$ cat config.mk
export PLATFORM = sky130hd
export DESIGN_NAME = pc_fetch_ctrl
export DESIGN_NICKNAME = d
export VERILOG_FILES = /design/src/rtl/pc_fetch_ctrl.sv
export SDC_FILE = /design/constraint.sdc
export NUM_CORES = 1
export LEC_CHECK = 0
export ABC_AREA = 1
export CAP_MARGIN = 20
export CORE_UTILIZATION = 42
export DETAILED_ROUTE_END_ITERATION = 16
export HOLD_SLACK_MARGIN = 0.06
export PLACE_DENSITY = 0.82
export SLEW_MARGIN = 40
export SYNTH_ARGS = -nofsm -noshare
export SYNTH_HDL_FRONTEND = slang
export SYNTH_SLANG_ARGS = --single-unit
$ cat constraint.sdc
create_clock -name CLK -period 2.85 [get_ports CLK]
set_input_delay 0.285 -clock CLK [delete_from_list [all_inputs] [get_ports CLK]]
set_output_delay 0.285 -clock CLK [all_outputs]
set_load 0.03 [all_outputs]
$ cat src/rtl/pc_fetch_ctrl.sv
// Instruction-fetch and program-counter controller for the 16-bit accumulator core.
// Fetches over a req/ack handshake, hands the IR to decode, and reloads PC from the external mux.
module pc_fetch_ctrl #(
  parameter logic [15:0] RESET_PC = 16'h0000,
  parameter int unsigned OFFSET_W = 12
) (
  input  logic        CLK,
  input  logic        Reset_n,
  output logic [15:0] Mem_Addr,
  output logic        Mem_Req,
  input  logic        Mem_Ack,
  input  logic [15:0] Mem_Data,
  output logic [15:0] Instr,
  output logic        Instr_Valid,
  input  logic        Instr_Ready,
  input  logic        Resolve,
  input  logic        Branch_Taken,
  output logic [15:0] PC_Next_Seq,
  output logic [15:0] PC_Branch,
  output logic        PC_Sel,
  input  logic [15:0] PC_In,
  output logic [15:0] PC
);

  typedef enum logic [2:0] {
    StIdle,
    StFetch,
    StHold,
    StResolve,
    StUpdate
  } state_e;

  state_e      state_q, state_d;
  logic [15:0] pc_q, pc_d;
  logic [15:0] ir_q, ir_d;
  logic        sel_q, sel_d;
  logic [15:0] off_ext;

  always_ff @(posedge CLK or negedge Reset_n) begin
    if (!Reset_n) begin
      state_q <= StIdle;
      pc_q    <= RESET_PC;
      ir_q    <= 16'h0000;
      sel_q   <= 1'b0;
    end else begin
      state_q <= state_d;
      pc_q    <= pc_d;
      ir_q    <= ir_d;
      sel_q   <= sel_d;
    end
  end

  always_comb begin
    state_d = state_q;
    pc_d    = pc_q;
    ir_d    = ir_q;
    sel_d   = sel_q;
    unique case (state_q)
      StIdle: state_d = StFetch;
      StFetch: begin
        if (Mem_Ack) begin
          ir_d    = Mem_Data;
          state_d = StHold;
        end
      end
      StHold: begin
        if (Instr_Ready) state_d = StResolve;
      end
      StResolve: begin
        if (Resolve) begin
          sel_d   = Branch_Taken;
          state_d = StUpdate;
        end
      end
      StUpdate: begin
        pc_d    = PC_In;
        sel_d   = 1'b0;
        state_d = StFetch;
      end
      default: state_d = StIdle;
    endcase
  end

  // Word offset: sign-extend to 16 bits, then scale to bytes.
  assign off_ext     = 16'($signed(ir_q[OFFSET_W-1:0]));
  assign PC_Next_Seq = pc_q + 16'd2;
  assign PC_Branch   = pc_q + 16'd2 + {off_ext[14:0], 1'b0};

  assign PC          = pc_q;
  assign Mem_Addr    = pc_q;
  assign Instr       = ir_q;
  assign Mem_Req     = (state_q == StFetch);
  assign Instr_Valid = (state_q == StHold);
  assign PC_Sel      = (state_q == StUpdate) && sel_q;

endmodule

# --- Word-level counts from Yosys, hierarchy flattened ---
# Index checks and enable logic that the tools add are counted.
# W data, S select, Z words.
classes:
  div: 0
  n_addsub: 2
  bitwise_logic: 0
  shifts: 0
  magnitude_cmp: 0
  mux: 6
  n_reduce_logical: 7
  eq_ne: 7
  multipliers: 0
op_table:
  columns: ["op", "n"]
  rows:
  - ["$add A16 B16 Y16", 1]
  - ["$add A16 B2 Y16 const B", 1]
  - ["$pmux W3 S4", 1]
  - ["$mux W3", 3]
  - ["$eq A3 B2 Y1 const B", 2]
  - ["$ne A2 B1 Y1 const B", 2]
  - ["$reduce_and A2 Y1", 2]
  - ["$eq A3 B1 Y1 const B", 1]
  - ["$eq A3 B3 Y1 const B", 1]
  - ["$logic_not A3 Y1", 1]
  - ["$reduce_and A3 Y1", 1]
  - ["$ne A2 B2 Y1 const B", 1]
  - ["$pmux W1 S2", 1]
  - ["$reduce_bool A2 Y1", 1]
  - ["$reduce_or A2 Y1", 1]
  - ["$logic_and A1 B1 Y1", 1]
  - ["$mux W1", 1]
totals:
  in_bits: 38
  mem_bits_rw: 0
  rom_bits: 0
  mem_count: 0
  latch_bits: 0
  register_bits: 36
  elab_cells: 26

# --- Longest topological paths before layout ---
depth:
  ltp_word: 3
  depth_mapped: 18
  depth_no_buf: 18

# --- Least setup slack after synthesis ---
# Ideal clock, no wire load.
synth_timing:
  path_type: "register to output"
  startpoint: "register pc_q[2] (netlist: Mem_Addr[2])"
  endpoint: "output PC_Branch[14]"
  n_path_buf: 0
  required_ns: 2.565
  setup_slack_ns: -0.493
  stages_incl_launch_ff: 15
  arrival_ns: 3.058
  cell_sequence: "dfrtp_1 -> ha_1 -> nand2_1 -> nor2_1 -> nand2_1 -> nor2_1 -> nand3_1 -> xnor2_1 -> ha_1 -> a21o_1 -> nand3_1 -> nand2_1 -> a21oi_1 -> nand3_1 -> nand2_1"
synth_between:
  elab_chain_cells: 2
synth_rtl:
  columns: ["element", "line_no", "text"]
  rows:
  - ["start, declared", "34", "logic [15:0] pc_q, pc_d;"]
  - ["start signal, assigned", "47", "pc_q <= pc_d;"]
  - ["$add A16 B2 Y16", null, null]
  - ["via PC_Next_Seq[11]", "18", "output logic [15:0] PC_Next_Seq,"]
  - ["$add A16 B16 Y16", "87", "assign PC_Branch = pc_q + 16'd2 + {off_ext[14:0], 1'b0};"]
  - ["end, declared", "19", "output logic [15:0] PC_Branch,"]
# The timed path passes the listed nets, and every way through them passes these cells.

# --- Worst setup path after layout ---
layout_timing:
  startpoint: "register pc_q[1] (netlist: Mem_Addr[1])"
  endpoint: "output PC_Branch[15]"
layout_between:
  elab_chain_cells: 2
layout_rtl:
  columns: ["element", "line_no"]
  rows:
  - ["$add A16 B2 Y16", "87"]
  - ["$add A16 B16 Y16", "87"]
# No other way between the ends.

==> tab_implementation.tex <==
\begin{tabular}{lr}
\hline
Metric & Value \\
\hline
\multicolumn{2}{l}{\textbf{Global route}} \\
\quad Met2 global-route usage & 42.9\% \\
\quad Global router's overall resource usage & 24.2\% \\
\quad Maximum number of pins on one net before global-route repair & 37 \\
\quad GRT Max-Usage Layer & met2 \\
\quad Wire length of the first global-routing pass & 12.1 mm \\
\quad Antenna violations before repair & 0 \\
\quad Met3 Track Usage GR & 4.83\% \\
\quad GR met1 Demand/Resource & 28.4\% \\
\quad Overflow after GRT & 0 \\
\quad Number of global-route vias before repair & 2627 \\
\multicolumn{2}{l}{\textbf{Critical path}} \\
\quad Cells along the critical path & buf\_4 > nand3\_2 > nor2\_4 > nand3\_4 > nor2\_4 > xor2\_2 > ha\_4 > a21oi\_4 > nand2\_4 > a21oi\_2 > nand2\_1 > inv\_1 > nand3\_1 > nand2\_2 > buf\_6 \\
\quad CP max FO & 5 \\
\quad Delay-heaviest family, CP & simple AND/OR/NAND/NOR gates \\
\quad Required time at the worst-slack endpoint & 2.57 ns \\
\quad Buf+Inv Stages, Crit Path & 3 \\
\quad Critical Path AT & 2.72 ns \\
\quad Setup crit end kind & primary output \\
\quad Slowest cell on the critical path & dfrtp\_2 \\
\quad Library cell appearing most often on the critical path & nor2\_4 \\
\quad Startpoint Class & register \\
\quad Peak per-stage delay on the critical path & 0.40 ns \\
\quad Startpoint-to-endpoint class of the critical path & register to primary output \\
\multicolumn{2}{l}{\textbf{Layout}} \\
\quad Leading cell type in the layout, fill and taps excluded & clkdlybuf4s50\_1 \\
\quad Number of cells in the finished layout apart from fillers & 551 \\
\quad Finished layout cell area & 4570 um2 \\
\quad Filler cell count & 396 \\
\quad Commonest non-fill, non-tap cells in the layout & clkdlybuf4s50\_1, nand2\_1, inv\_1 \\
\quad FF/Latch Area & 907 um2 \\
\quad Count of antenna diodes in the layout & 0 \\
\quad Count of nets after finishing & 530 \\
\quad Fraction of final layout cells with drive strength greater than 1 & 28.8\% \\
\quad Area growth, synth to finish & 74.5\% \\
\quad Area of combinational cells with multiple inputs & 1890 um2 \\
\multicolumn{2}{l}{\textbf{Place}} \\
\quad Final Wtd Congestion & 0.918 \\
\quad Cell total after placement & 524 \\
\quad Post-Place Cell Area & 3900 um2 \\
\quad Count of input and output buffers & 120 \\
\quad Final HPWL DP & 5.55 mm \\
\multicolumn{2}{l}{\textbf{Drt}} \\
\quad Post-detailed-routing wire length & 8.33 mm \\
\quad Number of design-rule violations left by the first detailed-router iteration & 116 \\
\quad DRC violation count after routing & 0 \\
\quad Pre-Repair DR Iteration Count & 5 \\
\quad Per-cell routed wire length & 15.1 um \\
\quad Count of nets left with antenna violations after detail routing & 0 \\
\quad Via-to-Cell Ratio & 5.07 \\
\quad Routed vias & 2793 \\
\multicolumn{2}{l}{\textbf{Die}} \\
\quad Number of standard-cell rows in the floorplan & 28 \\
\quad Die H & 81.0 um \\
\quad DIE AREA & 6560 um2 \\
\quad Core Footprint & 5960 um2 \\
\quad Total I/O pin count & 121 \\
\quad Initial core utilization & 44.0\% \\
\quad Die width & 81.0 um \\
\multicolumn{2}{l}{\textbf{STA}} \\
\quad Hold Vio Cnt, Final & 0 \\
\quad Tmin final & 3.01 ns \\
\quad Minimum setup slack in the final design & -0.157 ns \\
\quad Ratio of final minimum period to clock period & 106\% \\
\quad Total negative slack for setup checks & -0.670 ns \\
\quad Number of failing setup endpoints in the final timing report & 7 \\
\quad Worst Clk Skew & 0.00983 ns \\
\quad Maximum frequency from static timing analysis & 333 MHz \\
\quad Setup repair after global routing missed its margin & yes \\
\quad Max-slew headroom & 61.6\% \\
\quad Pins over their slew limit & 0 \\
\quad Final-layout worst hold slack & 0.498 ns \\
\quad Slew at the pin closest to its max-slew limit & 0.576 ns \\
\multicolumn{2}{l}{\textbf{Synth}} \\
\quad Cells after synthesis & 346 \\
\quad Count of flip-flops with a built-in enable after synthesis & 0 \\
\quad Post-synthesis cell area & 2620 um2 \\
\quad Post-synthesis async set-or-reset flop share & 100\% \\
\quad Synth cell types & 28 \\
\quad Dominant synthesized flop cell & dfrtp\_1 \\
\quad Yosys warning total & 0 \\
\quad Count of state elements after synthesis & 36 \\
\quad Mapped Avg Cell Area & 7.57 um2 \\
\quad Net count of the mapped netlist & 401 \\
\quad Sequential-to-total area share from yosys stat & 34.4\% \\
\multicolumn{2}{l}{\textbf{CTS}} \\
\quad Latest clock arrival within the worst-skew pair & 0.29 ns \\
\quad Total clock buffers created by CTS & 5 \\
\quad Number of levels the H-tree was split into & 2 \\
\quad Number of buffers on the longest clock path & 2 \\
\quad TritonCTS clock tree & built \\
\quad Clock Pin Slew Worst Setup and Hold Paths & 0.08 ns \\
\quad Clock root buffer & clkbuf\_8 \\
\quad TritonCTS sink count & 36 \\
\multicolumn{2}{l}{\textbf{Status}} \\
\quad Violations in the final reports & setup timing \\
\quad Outcome & finished, violations left \\
\multicolumn{2}{l}{\textbf{Worst hold path}} \\
\quad Hold WC Path Type & input port to asynchronous set/reset pin \\
\multicolumn{2}{l}{\textbf{Run}} \\
\quad Maximum capacitance violations & 0 \\
\hline
\end{tabular}
-- per-stage QoR --
stage / setup slack (ns) / utilization (%)
after floorplan: 0.000396 / -
after global placement: 0.105 / 65.5
after detailed placement: 0.00847 / 65.5
after CTS: -0.198 / 71.2
after global routing: -0.316 / 76.8
final: -0.157 / 76.8
-- worst reg2reg max path, stage by stage (launching register included) --
cell and delay (ns):
dfrtp_1 0.42, nor2_1 0.11, nand2_1 0.31, inv_1 0.57
o21ai_0 0.16
-- synthesized netlist by cell type, types with 8 or more instances --
| master | instances | share of area, % |
|---|---|---|
| nand2_1 | 106 | 15 |
| a21oi_1 | 14 | 2.7 |
| nor2_1 | 30 | 4.3 |
| inv_1 | 41 | 5.9 |
| buf_4 | 18 | 5.2 |
| ha_1 | 16 | 7.6 |
| o21ai_0 | 8 | 1.5 |
| dfrtp_1 | 36 | 34 |
| mux2_2 | 8 | 3.4 |
| xor2_1 | 13 | 4.3 |
| nand3_1 | 20 | 3.8 |
-- final timing paths --
check / from / cells after the start / slack, ns / to
max: Mem_Addr[1] / 15 / -0.16 / PC_Branch[15]
min: Reset_n / 2 / 0.50 / Mem_Addr[7]
max reg2reg: state_q[0] / 4 / 1.15 / Mem_Addr[6]
min reg2reg: Instr[13] / 1 / 0.52 / Instr[13]
max in group asynchronous: Reset_n / 2 / 1.99 / Mem_Addr[1]
min in group CLK: Instr[13] / 1 / 0.52 / Instr[13]
-- metal layers --
layer	share of wire, %	vias up	routed length, um
met4	3.1	0	261
met5	0	-	0
li1	-	1329	-
met2	51	130	4240
met3	6.1	28	510
met1	40	1306	3310
-- final cells by class --
class | instances | share of cell area, %
clock buffer | 6 | 1.59
multi-input combinational | 245 | 41.4
inverter | 43 | 3.56
timing repair buffer | 144 | 30.8
sequential | 36 | 19.8
clock inverter | 2 | 0.766
tap | 75 | 2.05
-- sequential cells by signal, summed over array words and instances, names as in the netlist --
register and flops:
Mem_Addr 16, state_q 3, Instr 16, sel_q 1
-- logic make-up after synthesis --
group / synth area share, %
buffers and inverters: 12.2
adders and majority gates: 8.40
xor gates and xnor gates: 6.35
AOI/OAI and AO/OA: 4.97
and+or+nand+nor: 26.8
muxes: 6.88
DFF: 34.4
-- repair_timing --
action | 4_1_cts | 5_1_grt
endpoints found under the hold margin | 0 | 36
resized for setup | 37 | 54
cloned | 0 | 0
setup endpoints to repair | 10 | 12
buffers inserted | 7 | 11
hold buffers | 0 | 1
pin swaps | 10 | 29
Power is not shown: default switching activity piles up to over one toggle a cycle in this logic, so the estimate is an artifact.
